### src/rtl/ball_motion.sv
// Ball kinematics and win/lose sequencer: integrates board tilt into velocity and
// position each frame, clamps at the walls and decides WIN (goal held) or LOSE (time out).
//
// state  | meaning
// IDLE   | after reset, waiting for start; frame ticks ignored
// RUN    | game in progress, every frame tick updates the ball
// WIN    | ball held in goal zone long enough; everything frozen
// LOSE   | time limit reached; everything frozen
module ball_motion #(
  parameter int BOARD_W     = 640,
  parameter int BOARD_H     = 480,
  parameter int RADIUS      = 8,
  parameter int VMAX        = 255,
  parameter int VSHIFT      = 4,
  parameter int WIN_R       = 16,
  parameter int HOLD_FRAMES = 30,
  parameter int TIME_LIMIT  = 3600
) (
  input  logic              clk,
  input  logic              rst,
  input  logic              frame_tick,
  input  logic              start,
  input  logic signed [7:0] tilt_x,
  input  logic signed [7:0] tilt_y,
  input  logic [10:0]       init_x,
  input  logic [10:0]       init_y,
  input  logic [10:0]       score_x,
  input  logic [10:0]       score_y,
  output logic [10:0]       ball_x,
  output logic [10:0]       ball_y,
  output logic [1:0]        state,
  output logic [11:0]       frames,
  output logic              done
);

  typedef enum logic [1:0] {
    S_IDLE = 2'd0,
    S_RUN  = 2'd1,
    S_WIN  = 2'd2,
    S_LOSE = 2'd3
  } state_e;

  localparam logic signed [12:0] VMAX_S = 13'(VMAX);
  localparam logic signed [12:0] LO_S   = 13'(RADIUS);
  localparam logic signed [12:0] HI_X_S = 13'(BOARD_W - 1 - RADIUS);
  localparam logic signed [12:0] HI_Y_S = 13'(BOARD_H - 1 - RADIUS);
  localparam logic signed [11:0] WIN_S  = 12'(WIN_R);
  localparam logic [11:0]        HOLD_N = 12'(HOLD_FRAMES);
  localparam logic [11:0]        TL_N   = 12'(TIME_LIMIT);

  state_e             state_q, state_d;
  logic [10:0]        bx_q, bx_d, by_q, by_d;
  logic signed [12:0] vx_q, vx_d, vy_q, vy_d;
  logic [10:0]        gx_q, gx_d, gy_q, gy_d;
  logic [11:0]        frames_q, frames_d;
  logic [11:0]        hold_q, hold_d;
  logic               done_q, done_d;
  logic [23:0]        step_x, step_y;
  logic               in_zone;

  // One axis of the frame update; returns {position, velocity}.
  function automatic logic [23:0] axis_step(input logic [10:0]        p,
                                            input logic signed [12:0] v,
                                            input logic signed [7:0]  t,
                                            input logic signed [12:0] hi);
    logic signed [12:0] vs;
    logic signed [12:0] vc;
    logic signed [12:0] pn;
    vs = v + $signed({{5{t[7]}}, t});
    if (vs > VMAX_S)       vc = VMAX_S;
    else if (vs < -VMAX_S) vc = -VMAX_S;
    else                   vc = vs;
    pn = $signed({2'b00, p}) + (vc >>> VSHIFT);
    if (pn < LO_S)      return {LO_S[10:0], 13'sd0};
    else if (pn > hi)   return {hi[10:0], 13'sd0};
    else                return {pn[10:0], vc};
  endfunction

  function automatic logic near(input logic [10:0] a, input logic [10:0] b);
    logic signed [11:0] d;
    d = $signed({1'b0, a}) - $signed({1'b0, b});
    if (d < 0) d = -d;
    return d <= WIN_S;
  endfunction

  always_comb begin
    state_d  = state_q;
    bx_d     = bx_q;
    by_d     = by_q;
    vx_d     = vx_q;
    vy_d     = vy_q;
    gx_d     = gx_q;
    gy_d     = gy_q;
    frames_d = frames_q;
    hold_d   = hold_q;
    done_d   = 1'b0;
    in_zone  = 1'b0;
    step_x   = axis_step(bx_q, vx_q, tilt_x, HI_X_S);
    step_y   = axis_step(by_q, vy_q, tilt_y, HI_Y_S);

    // start wins over a coincident tick, which is simply dropped
    if (start) begin
      state_d  = S_RUN;
      bx_d     = init_x;
      by_d     = init_y;
      vx_d     = '0;
      vy_d     = '0;
      gx_d     = score_x;
      gy_d     = score_y;
      frames_d = '0;
      hold_d   = '0;
    end else if (frame_tick && state_q == S_RUN) begin
      {bx_d, vx_d} = step_x;
      {by_d, vy_d} = step_y;
      frames_d     = frames_q + 12'd1;
      in_zone      = near(bx_d, gx_q) && near(by_d, gy_q);
      hold_d       = in_zone ? hold_q + 12'd1 : 12'd0;
      if (in_zone && hold_d == HOLD_N) begin
        state_d = S_WIN;
        done_d  = 1'b1;
      end else if (frames_d == TL_N) begin
        state_d = S_LOSE;
        done_d  = 1'b1;
      end
    end
  end

  always_ff @(posedge clk) begin
    if (!rst) begin
      state_q  <= S_IDLE;
      bx_q     <= '0;
      by_q     <= '0;
      vx_q     <= '0;
      vy_q     <= '0;
      gx_q     <= '0;
      gy_q     <= '0;
      frames_q <= '0;
      hold_q   <= '0;
      done_q   <= 1'b0;
    end else begin
      state_q  <= state_d;
      bx_q     <= bx_d;
      by_q     <= by_d;
      vx_q     <= vx_d;
      vy_q     <= vy_d;
      gx_q     <= gx_d;
      gy_q     <= gy_d;
      frames_q <= frames_d;
      hold_q   <= hold_d;
      done_q   <= done_d;
    end
  end

  assign ball_x = bx_q;
  assign ball_y = by_q;
  assign state  = state_q;
  assign frames = frames_q;
  assign done   = done_q;

endmodule

### config.mk
export PLATFORM = sky130hd
export DESIGN_NAME = ball_motion
export DESIGN_NICKNAME = d
export VERILOG_FILES = /design/src/rtl/ball_motion.sv
export SDC_FILE = /design/constraint.sdc
export NUM_CORES = 1
export LEC_CHECK = 0
export BUFFER_PORTS_ARGS = -buffer_cell sky130_fd_sc_hd__buf_2
export CAP_MARGIN = 20
export CORE_UTILIZATION = 53
export DETAILED_ROUTE_END_ITERATION = 8
export HOLD_SLACK_MARGIN = 0.06
export PLACE_DENSITY = 0.73
export SLEW_MARGIN = 40
export SYNTH_ARGS = -nofsm -noshare
export SYNTH_HDL_FRONTEND = slang
export SYNTH_SLANG_ARGS = --single-unit
### constraint.sdc
create_clock -name clk -period 11.9 [get_ports clk]
set_input_delay 1.785 -clock clk [delete_from_list [all_inputs] [get_ports clk]]
set_output_delay 1.785 -clock clk [all_outputs]
set_load 0.01 [all_outputs]
After elaboration in Yosys (flattened, before gate mapping)
Index checks and enable logic that the tools add are counted.
- bitwise operators: 2
- reductions and logical operators: 10
- eq/ne operators: 3
- order comparisons: 12
- muxes and demuxes: 25
- $add $sub $neg: 10
- operators by type and width (operator ; count):
    two-way mux 24 bit ; 4
    two-way mux 12 bit ; 7
    two-way mux 13 bit ; 4
    two-way mux 11 bit ; 4
    adder 12 x 9 -> 13 bit ; 2
    adder 13 x 8 -> 13 bit ; 2
    greater-than comparator 13 x 9 -> 1 bit (second input constant) ; 2
    less-than comparator 13 x 5 -> 1 bit (second input constant) ; 2
    less-than comparator 13 x 9 -> 1 bit (second input constant) ; 2
    adder 12 x 1 -> 12 bit (second input constant) ; 2
    less-or-equal comparator 12 x 6 -> 1 bit (second input constant) ; 2
    less-than comparator 12 x 1 -> 1 bit (second input constant) ; 2
    negation 12 bit ; 2
    subtractor 11 x 11 -> 12 bit ; 2
    greater-than comparator 13 x 10 -> 1 bit (second input constant) ; 1
    greater-than comparator 13 x 11 -> 1 bit (second input constant) ; 1
    equality test 12 bit (second input constant) ; 1
    equality test 12 x 5 -> 1 bit (second input constant) ; 1
    two-way mux 1 bit ; 4
    two-way mux 2 bit ; 2
    AND reduction 2 bit ; 2
    nonzero test 2 bit ; 2
    logical AND 1 bit ; 3
    nonzero test 3 bit ; 1
    other kinds (4) ; 5
- bits of input ports: 64
- output and inout bits: 37
- register bits after elaboration: 97
- word-level logic and storage cells: 73

Logic depth before layout (Yosys ltp)
Gate-level depths: netlist of the first run.
- depth in word-level cells: 21
- mapped depth: 41
- gate-level depth less buffers: 40

Least setup slack after synthesis of the first run
Ideal clock, no wire load.
- path kind: input -> register
- start point: input tilt_x[4]
- end point: register hold_q[6]
- setup slack: 1.736 ns
- arrival time: 10.089 ns
- data required time: 11.826 ns
- cell stages on the path: 37
- path through: ha_1 > and2_1 > a221o_1 > or2_1 > a21o_1 > a21oi_1 > mux2i_1 > a2111o_1 > o21ai_1 > a21oi_1 > ha_1 > fa_1 > a21o_1 > a21o_1 > o21ai_0 > nor3_1 > or3_1 > a311o_1 > xnor2_1 > a31oi_2 > buf_4 > o21ai_1 > ha_1 > inv_1 > fa_1 > a211oi_1 > o21ai_0 > a311oi_2 > o2111ai_1 > or3_1 > o21bai_1 > a32oi_1 > a2111oi_2 > o22a_2 > buf_4 > nand3b_1 > a31oi_1
- cells in the longest elaborated chain, start to end: 16
- elaborated cells between the ends (all ways): 19
- RTL lines (what ; line ; text):
    from (decl) ; 23 ; input logic signed [7:0] tilt_x,
    adder 13 x 8 -> 13 bit * ; 69 ; vs = v + $signed({{5{t[7]}}, t});
    less-than comparator 13 x 9 -> 1 bit ; 71 ; else if (vs < -VMAX_S) vc = -VMAX_S;
    two-way mux 13 bit ; 71 ;
    two-way mux 13 bit * ; 70 ; if (vs > VMAX_S) vc = VMAX_S;
    adder 12 x 9 -> 13 bit * ; 73 ; pn = $signed({2'b00, p}) + (vc >>> VSHIFT);
    greater-than comparator 13 x 11 -> 1 bit ; 75 ; else if (pn > hi) return {hi[10:0], 13'sd0};
    two-way mux 24 bit ; 75 ;
    two-way mux 24 bit * ; 74 ; if (pn < LO_S) return {LO_S[10:0], 13'sd0};
    subtractor 11 x 11 -> 12 bit * ; 81 ; d = $signed({1'b0, a}) - $signed({1'b0, b});
    negation 12 bit or less-than comparator 12 x 1 -> 1 bit (tied branches) ; 82 ; if (d < 0) d = -d;
    two-way mux 12 bit * ; 82 ;
    two-way mux 12 bit * ; 112 ; end else if (frame_tick && state_q == S_RUN) begin
    two-way mux 12 bit * ; 102 ; if (start) begin
    less-or-equal comparator 12 x 6 -> 1 bit * ; 83 ; return d <= WIN_S;
    logical AND 1 bit * ; 116 ; in_zone = near(bx_d, gx_q) && near(by_d, gy_q);
    two-way mux 12 bit * ; 117 ; hold_d = in_zone ? hold_q + 12'd1 : 12'd0;
    to (signal assigned) ; 149 ; hold_q <= hold_d;
    to (decl) ; 56 ; logic [11:0] hold_q, hold_d;
Every way passes the cells marked *; elsewhere a longest branch is shown, timed or not. The select of a mux whose other input is x is not followed.
A chain may end at the register's enable or synchronous reset.

Worst setup path in the final report of the first run
Same ends and word-level chain as after synthesis.

==> results of run 1 <==
## final timing paths
kind                                start   endpoint  slack, ps  cells after the start
worst min register to register    vy_q[8]    vy_q[8]        460                      1
worst min-delay path              vy_q[8]    vy_q[8]        460                      1
worst max register to register    vx_q[4]  hold_q[6]       1900                     35
worst max-delay path            tilt_x[4]  hold_q[6]        700                     36
## layer usage
metal / track usage / part of all wire / wire length (um) / up-vias
met1: 0.387 / 0.49 / 11500 / 4117
met5: 0 / 0 / 0 / -
met3: 0.0384 / 0.059 / 1400 / 30
li1: - / - / - / 4470
met4: 0.0801 / 0.020 / 477 / 0
met2: 0.426 / 0.43 / 10200 / 296
## kinds of logic after synthesis
| logic type | Yosys count | share of synthesized area |
|---|---|---|
| simple gates | 406 | 0.232 |
| compound gates | 374 | 0.296 |
| buf+inv | 119 | 0.0520 |
| flops | 97 | 0.216 |
| fa+ha+maj | 70 | 0.103 |
| xor+xnor | 61 | 0.0604 |
| mux | 33 | 0.0400 |
| other cells | 1 | 0.000418 |
## cells in the mapped netlist (7+ instances only)
cell | number | area [um2]
nor2b_1 | 11 | 68.8
a2111oi_0 | 7 | 61.3
o211ai_1 | 10 | 75.1
o41ai_1 | 7 | 61.3
dfxtp_1 | 97 | 1940
o31ai_1 | 10 | 75.1
inv_1 | 70 | 263
a21o_1 | 23 | 173
nor4_1 | 13 | 81.3
a22o_1 | 17 | 149
nand3b_1 | 9 | 67.6
nor3_1 | 39 | 195
o21ai_0 | 60 | 300
nand4_1 | 9 | 56.3
clkbuf_1 | 36 | 135
o21bai_1 | 10 | 75.1
nor2_1 | 113 | 424
o22ai_1 | 8 | 50.1
mux2i_1 | 28 | 280
and3_1 | 21 | 131
a31oi_1 | 11 | 68.8
o21a_1 | 10 | 75.1
xor2_1 | 22 | 193
and2_1 | 9 | 56.3
or3_1 | 17 | 106
or4_1 | 7 | 52.6
o21ai_1 | 18 | 90.1
a21oi_1 | 92 | 460
nand2_1 | 76 | 285
nand2b_1 | 12 | 75.1
xnor2_1 | 38 | 333
ha_1 | 64 | 801
nand3_1 | 39 | 195
## registers in the layout (all words and copies together) (netlist names)
| signal | count |
|---|---|
| gy_q | 11 |
| frames | 12 |
| gx_q | 11 |
| hold_q | 12 |
| vy_q | 13 |
| ball_x | 11 |
| done | 1 |
| state | 2 |
| vx_q | 13 |
| ball_y | 11 |
## through the flow
step / setup slack (ps) / power, W / hold WS [ps] / cell area [um2] / std cells
2_1_floorplan: 1740 / 0.000723 / 420 / 8980 / 1163
3_3_place_gp: 570 / 0.000821 / 431 / 9620 / 1443
3_5_place_dp: 518 / 0.000826 / 447 / 9620 / 1443
4_1_cts: 863 / 0.00111 / 463 / 9890 / 1458
5_1_grt: 48.8 / 0.00119 / 483 / 9910 / 1458
6_report: 695 / 0.00111 / 462 / 9910 / 1458
## final cells by class
| type | instances | area [um2] | share of cell area |
|---|---|---|---|
| clock inverters | 5 | 31.3 | 0.00316 |
| inverters | 72 | 273 | 0.0275 |
| repair buffers | 107 | 553 | 0.0558 |
| flip-flops and latches | 97 | 1940 | 0.196 |
| clock buffers | 10 | 239 | 0.0241 |
| well taps | 220 | 275 | 0.0278 |
| multi-input cells | 947 | 6600 | 0.666 |
## placed cells by master, fill, tap and decap left out, types with 21 or more instances in the layout
master,n
a21o_1,23
a21oi_1,92
nand2_1,76
xnor2_1,36
nor3_1,39
dfxtp_1,97
mux2i_1,28
xor2_1,22
nor2_1,112
buf_2,100
inv_1,69
o21ai_0,60
nand3_1,39
ha_1,64
and3_1,21
## critical path: cells and delay by family
| kind | cells | cell delay, ps |
|---|---|---|
| compound gates | 20 | 5860 |
| fa+ha+maj | 4 | 1300 |
| buf+inv | 1 | 100 |
| mux | 1 | 120 |
| simple gates | 10 | 2300 |
## power breakdown
part | internal [W] | switching, W
clock network | 0.000146 | 0.000133
registers | 0.000335 | 0.0000147
logic | 0.000189 | 0.000294
total | 0.000671 | 0.000442
## what timing repair did
action | CTS | global route
setup endpoints to repair | 0 | 1
setup buffers | 0 | 0
gates resized for setup | 0 | 1
==> impl_metrics.json, run 1 <==
{
  "rsz0062_at_grt": "false",
  "drcViolationCount": 0,
  "powerDensity_nw_per_um2": 112,
  "fin_crit_sh": 0.942,
  "p_leak_nw": 4.19,
  "rows": 47,
  "io_pins": 101,
  "outcome": "complete, no violations",
  "period_needed_ps": 11200,
  "path_class": "input pin to register",
  "clock_sinks": 97,
  "synth_area_per_cell_um2": 7.73,
  "required_ps": 12180,
  "max-cap-violations": 0,
  "cts-root-buf": "clkbuf_16",
  "detail_route.wl_per_cell_um": 16.2,
  "dieArea_um2": 17500,
  "ys_warn_count": 0,
  "holdBufCountCts": 0,
  "wirelength_mm": 23.6,
  "endpoint_kind": "register",
  "grt_max_degree": 55,
  "grt_remaining_overflow": 0,
  "insertion_delay_ps": 350,
  "grt_pass1_wl_mm": 39.3,
  "setup_viol": 0,
  "vias": 8913,
  "hpwl_mm": 17.6,
  "crit_fanout": 16,
  "track_usage": 0.272,
  "hold_class": "register to register",
  "ys_seq_area_frac": 0.216,
  "die_w_um": 132,
  "async_reset_ff_frac": 0,
  "htreeDepth": 3,
  "fill_cells": 1530,
  "max_slew.worst_pin.slew_ps": 828,
  "maxSlewHeadroom": 0.447,
  "numCtsBuffers": 9,
  "antenna_found_initial": 0,
  "skew_ps": 9.12,
  "diodes": 0,
  "timing.final.hold_violations": 0,
  "ys_seq_elements": 97,
  "fin_util": 0.598,
  "syn_inst": 1161,
  "fmax_mhz": 89.2,
  "ant_nets": 0,
  "maxSlewViolCount": 0,
  "ys.flop_type": "dfxtp_1",
  "firstDrtPassIters": 5,
  "initial_core_util": 0.541,
  "ys_types": 103,
  "vdd_drop_max_mv": 0.0812,
  "syn_to_final_growth_pct": 10.4,
  "arrival_ps": 11480,
  "syn_area_um2": 8980,
  "routed_via_density": 6.11,
  "clockBufferDepth": 2,
  "grt_pass1_vias": 8025,
  "synth_edf_count": 0,
  "routabilityCongestion": 0.914,
  "numPortBuffers": 100,
  "setup-tns-final_ps": 0,
  "dr.first_iter.drc_count": 641,
  "cts_tree": "built",
  "cpPeakStageDelay_ps": 540,
  "clkTransAtPathRegs_ps": 70,
  "cp_slowest_cell": "a311oi_2",
  "critPathLaunchType": "input pin",
  "final_nets": 1368,
  "die_h_um": 132,
  "drive_gt1_frac": 0.141,
  "core_um2": 16600
}
No activity file was read; power rests on OpenSTA's default activity.
==> run 2, diff against run 1 <==
- PLACE_DENSITY: 0.73 -> 0.84
- RECOVER_POWER: unset -> 50
==> run 2 against run 1 <==
  * The run now ends with max-capacitance violations, max-slew violations left
  * Global-route usage up 0.25 points
  * Worst setup slack better by 170 ps
  * Non-clock buffer count down 2
  * Die area stayed put
  * Sequential cell count stayed put
  * Via count is 2.6% higher
  * Power rose by 5.0%
  * First-iteration DRC count up 6.2%
  * Maximum frequency increased by 1.5%
  * Sequential power barely moved
  * Critical path depth stayed put
  * Clock skew grew 2.8 ps
  * Critical path type unchanged
  * Largest cell class unchanged
==> impl_metrics.json, run 2 (synthesized netlist as in run 1, its figures left out) <==
{
  "hold_path_end": "vy_q[0]",
  "clock_sinks": 97,
  "cts_resized": 0,
  "endpoint_kind": "register",
  "die_h_um": 132,
  "wl_met1_mm": 10.7,
  "crit_fanout": 12,
  "cts-root-buf": "clkbuf_16",
  "drcViolationCount": 0,
  "wirelength_mm": 24.3,
  "cp_slowest_cell": "a311oi_2",
  "switching_share": 0.391,
  "layout_common_cells": "113 x nor2_1, 97 x dfxtp_1, 92 x a21oi_1",
  "fin_ws_ps": 860,
  "io_pins": 101,
  "max_slew.worst_pin.slew_ps": 2920,
  "skew_ps": 11.9,
  "period_needed_ps": 11040,
  "ant_nets": 0,
  "grt_pass1_wl_mm": 39.7,
  "clockBufferDepth": 2,
  "numPortBuffers": 100,
  "grt_max_degree": 55,
  "grt_remaining_overflow": 0,
  "setup_viol": 0,
  "violations": "max-capacitance violations, max-slew violations",
  "setup-tns-final_ps": 0,
  "powerDensity_nw_per_um2": 118,
  "dieArea_um2": 17500,
  "fin_crit_sh": 0.928,
  "vdd_drop_max_mv": 0.0844,
  "place_area_um2": 9600,
  "diodes": 0,
  "cpPeakStageDelay_ps": 490,
  "drive_gt1_frac": 0.109,
  "detailedPlace.worstSlack_ps": 799,
  "setup.worst_path.start": "tilt_x[4]",
  "htreeDepth": 3,
  "routed_via_density": 6.28,
  "power.switching_w": 0.000456,
  "fmax_mhz": 90.6,
  "cts_tree": "built",
  "ff2ff_setup_slack_ps": 2060,
  "ff_latch_area_um2": 1940,
  "wl_met2_mm": 11.2,
  "rr_worst_depth": 35,
  "insertion_delay_ps": 360,
  "arrival_ps": 11310,
  "hold_class": "register to register",
  "power_frac_clock": 0.285,
  "fin_util": 0.597,
  "p_comb_frac": 0.415,
  "die_w_um": 132,
  "whs_ps": 444,
  "p_leak_nw": 4.04,
  "vias": 9147,
  "path_class": "input pin to register",
  "multi_input_area_um2": 6600,
  "hpwl_mm": 17.6,
  "p_int_w": 0.000711,
  "antenna_found_initial": 0,
  "syn_to_final_growth_pct": 10.3,
  "post_cts_buffers": 0,
  "grt_pass1_vias": 8443,
  "clkTransAtPathRegs_ps": 80,
  "routabilityCongestion": 0.922,
  "design_area_um2": 9900,
  "numCtsBuffers": 9,
  "core_um2": 16600,
  "top_layer": "met4",
  "maxSlewHeadroom": -0.946,
  "firstDrtPassIters": 5,
  "initial_core_util": 0.541,
  "top_regs": "vx_q x13, vy_q x13",
  "fill_cells": 1531,
  "outcome": "finished, violations left",
  "layout_commonest_cell": "nor2_1",
  "final_nets": 1366,
  "critPathLaunchType": "input pin",
  "rsz0062_at_grt": "false",
  "required_ps": 12170,
  "wl_met3_mm": 1.61,
  "power_frac_seq": 0.300,
  "r2r-end": "hold_q[0]",
  "hold-path-cell-count": 2,
  "holdBufCountCts": 0,
  "rows": 47,
  "timing.final.hold_violations": 0,
  "detail_route.wl_per_cell_um": 16.6,
  "reg2reg_from": "vx_q[4]",
  "dr.first_iter.drc_count": 681,
  "worstHoldStart": "vy_q[0]",
  "track_usage": 0.275,
  "maxSlewViolCount": 79,
  "max-cap-violations": 2
}
run 2: cell count changes in the layout (fill, tap and decap cells not counted), sizes merged:
cell and change:
buf -41, clkbuf +38, clkinv -2, bufinv +2, inv +2
run 2: metrics by stage:
| stage | cells | total power, W |
|---|---|---|
| floorplan | 1163 | 0.000723 |
| global placement | 1441 | 0.000814 |
| detailed placement | 1441 | 0.000824 |
| CTS | 1457 | 0.00116 |
| global route | 1457 | 0.00124 |
| finish | 1457 | 0.00117 |
run 2: worst max-delay path, delay by kind of cell:
kind	cells	cell delay (ps)
multiplexers	1	160
AO/OA/AOI/OAI	21	5360
XOR/XNOR	1	430
AND/OR/NAND/NOR	6	1820
adder cells (fa/ha/maj)	5	1610
buffers and inverters	2	150
run 2: how the worst max path moves through the flow:
stage / to / cells past startpoint
2_1_floorplan: hold_q[6] / 37
3_3_place_gp: hold_q[9] / 37
3_5_place_dp: hold_q[0] / 37
4_1_cts: hold_q[0] / 36
5_1_grt: hold_q[9] / 37
6_report: hold_q[0] / 36
run 2: power by group through the flow:
stage	sequential, W	combinational, W	clock [W]
global route	0.000351	0.000533	0.000351
CTS	0.000349	0.000474	0.000338
global placement	0.000356	0.000458	0
detailed placement	0.000357	0.000467	0
floorplan	0.000352	0.000371	0
finish	0.000350	0.000485	0.000333
run 2: area by class of cell:
| cell class | instances | share of cell area |
|---|---|---|
| clock inverter | 7 | 0.0109 |
| timing repair buffer | 105 | 0.0489 |
| multi-input combinational | 947 | 0.666 |
| clock buffer | 9 | 0.0227 |
| inverter | 72 | 0.0275 |
| sequential | 97 | 0.196 |
| tap | 220 | 0.0278 |
run 2: routing by layer:
layer,vias to the layer above,global-route usage
met3,61,0.0408
met4,0,0.118
li1,4461,-
met2,370,0.454
met5,-,0
met1,4255,0.356
==> run 3, diff against run 2 <==
- ABC_AREA: unset -> 0
- MAX_ROUTING_LAYER: unset -> met4
==> run 3 against run 2 <==
  * The run still ends with max-capacitance violations, max-slew violations left
  * Clock-buffer cell count unchanged
  * Sequential cell count did not move
  * Combinational power down 1%
  * Sequential power hardly changed
  * Cell area shrank 0.35%
  * First-iteration DRC count is 20% higher
  * Clock power decreased by 9.9%
  * Register-to-register slack improved by 50 ps
  * Via count barely moved
==> impl_metrics.json, run 3 (synthesized netlist as in run 1, its figures left out) <==
{
  "outcome": "finished, violations left",
  "violations": "max-capacitance violations, max-slew violations",
  "setup.worst_path.start": "tilt_x[4]",
  "numCtsBuffers": 9,
  "core_um2": 16600,
  "powerDensity_nw_per_um2": 114,
  "die_h_um": 132,
  "grt_max_degree": 55,
  "cp_slowest_cell": "a311oi_2",
  "post_cts_buffers": 0,
  "drcViolationCount": 0,
  "rows": 47,
  "arrival_ps": 11260,
  "grt_pass1_vias": 8467,
  "max_slew.worst_pin.slew_ps": 2910,
  "setup-tns-final_ps": 0,
  "numPortBuffers": 100,
  "final_nets": 1366,
  "worstHoldStart": "vy_q[0]",
  "vias": 9156,
  "critPathLaunchType": "input pin",
  "reg2reg_from": "vx_q[4]",
  "routed_via_density": 6.28,
  "crit_fanout": 16,
  "cts-root-buf": "clkbuf_16",
  "clock_sinks": 97,
  "hpwl_mm": 17.5,
  "initial_core_util": 0.541,
  "timing.final.hold_violations": 0,
  "clkTransAtPathRegs_ps": 70,
  "top_regs": "vx_q x13, vy_q x13",
  "syn_to_final_growth_pct": 9.92,
  "period_needed_ps": 10980,
  "vdd_drop_max_mv": 0.0852,
  "skew_ps": 9.55,
  "grt_pass1_wl_mm": 39.6,
  "maxSlewViolCount": 79,
  "rsz0062_at_grt": "false",
  "clockBufferDepth": 2,
  "diodes": 0,
  "place_area_um2": 9600,
  "cpPeakStageDelay_ps": 490,
  "track_usage": 0.280,
  "required_ps": 12170,
  "max-cap-violations": 2,
  "layout_common_cells": "113 x nor2_1, 97 x dfxtp_1, 92 x a21oi_1",
  "grt_remaining_overflow": 0,
  "insertion_delay_ps": 370,
  "setup_viol": 0,
  "holdBufCountCts": 0,
  "hold_class": "register to register",
  "drive_gt1_frac": 0.109,
  "cts_resized": 0,
  "firstDrtPassIters": 6,
  "htreeDepth": 3,
  "maxSlewHeadroom": -0.938,
  "routabilityCongestion": 0.938,
  "antenna_found_initial": 0,
  "ant_nets": 0,
  "fin_crit_sh": 0.923,
  "path_class": "input pin to register",
  "dr.first_iter.drc_count": 816,
  "fmax_mhz": 91.0,
  "endpoint_kind": "register",
  "cts_tree": "built",
  "design_area_um2": 9870,
  "p_leak_nw": 4.03,
  "io_pins": 101,
  "dieArea_um2": 17500,
  "detail_route.wl_per_cell_um": 16.2,
  "layout_commonest_cell": "nor2_1",
  "wirelength_mm": 23.6,
  "die_w_um": 132
}
-- run 3: changes by cell type in the layout (fill, tap and decap cells not counted) --
| cell | delta |
|---|---|
| bufinv_16 | -2 |
| clkinv_8 | +1 |
| inv_6 | +1 |
-- run 3: through the flow --
step / hold slack (ps) / std cells / power [W] / utilization / setup slack [ps]
global placement: 434 / 1441 / 0.000815 / 0.579 / 964
CTS: 445 / 1457 / 0.00112 / 0.597 / 1010
detailed placement: 435 / 1441 / 0.000823 / 0.579 / 728
floorplan: 420 / 1163 / 0.000723 / - / 1740
global route: 458 / 1457 / 0.00120 / 0.595 / 118
finish: 442 / 1457 / 0.00113 / 0.595 / 916
-- run 3: worst paths after layout --
kind,slack (ps),end,cells after the start
worst min-delay path,440,vy_q[0],2
worst max-delay path,920,hold_q[6],36
worst max register to register,2110,hold_q[6],35
worst min register to register,440,vy_q[0],2
-- run 3: area by class of cell --
type	count	area (um2)
Multi-Input combinational cell	947	6600
Inverter	72	273
Fill cell	1509	6720
Clock inverter	7	72.6
Tap cell	220	275
Clock buffer	9	225
Timing Repair Buffer	105	484
Sequential cell	97	1940
-- run 3: power breakdown --
part           internal, W  leakage (nW)  switching (W)
combinational     0.000187          3.09       0.000291
sequential        0.000335         0.791      0.0000150
clock             0.000149         0.143       0.000152
total             0.000671          4.03       0.000458
-- run 3: critical path, delay by kind of cell --
| kind | cells | cell delay [ps] |
|---|---|---|
| adders and majority gates | 5 | 1590 |
| AOI/OAI and AO/OA | 21 | 5660 |
| and+or+nand+nor | 6 | 1550 |
| buffers and inverters | 2 | 150 |
| xor gates and xnor gates | 1 | 400 |
| muxes | 1 | 120 |
-- run 3: routing by layer --
metal	share of wire	GRT usage	routed length, um
met1	0.45	0.355	10700
met2	0.45	0.440	10600
met3	0.061	0.0361	1440
met4	0.038	0.132	888
met5	0	-	0
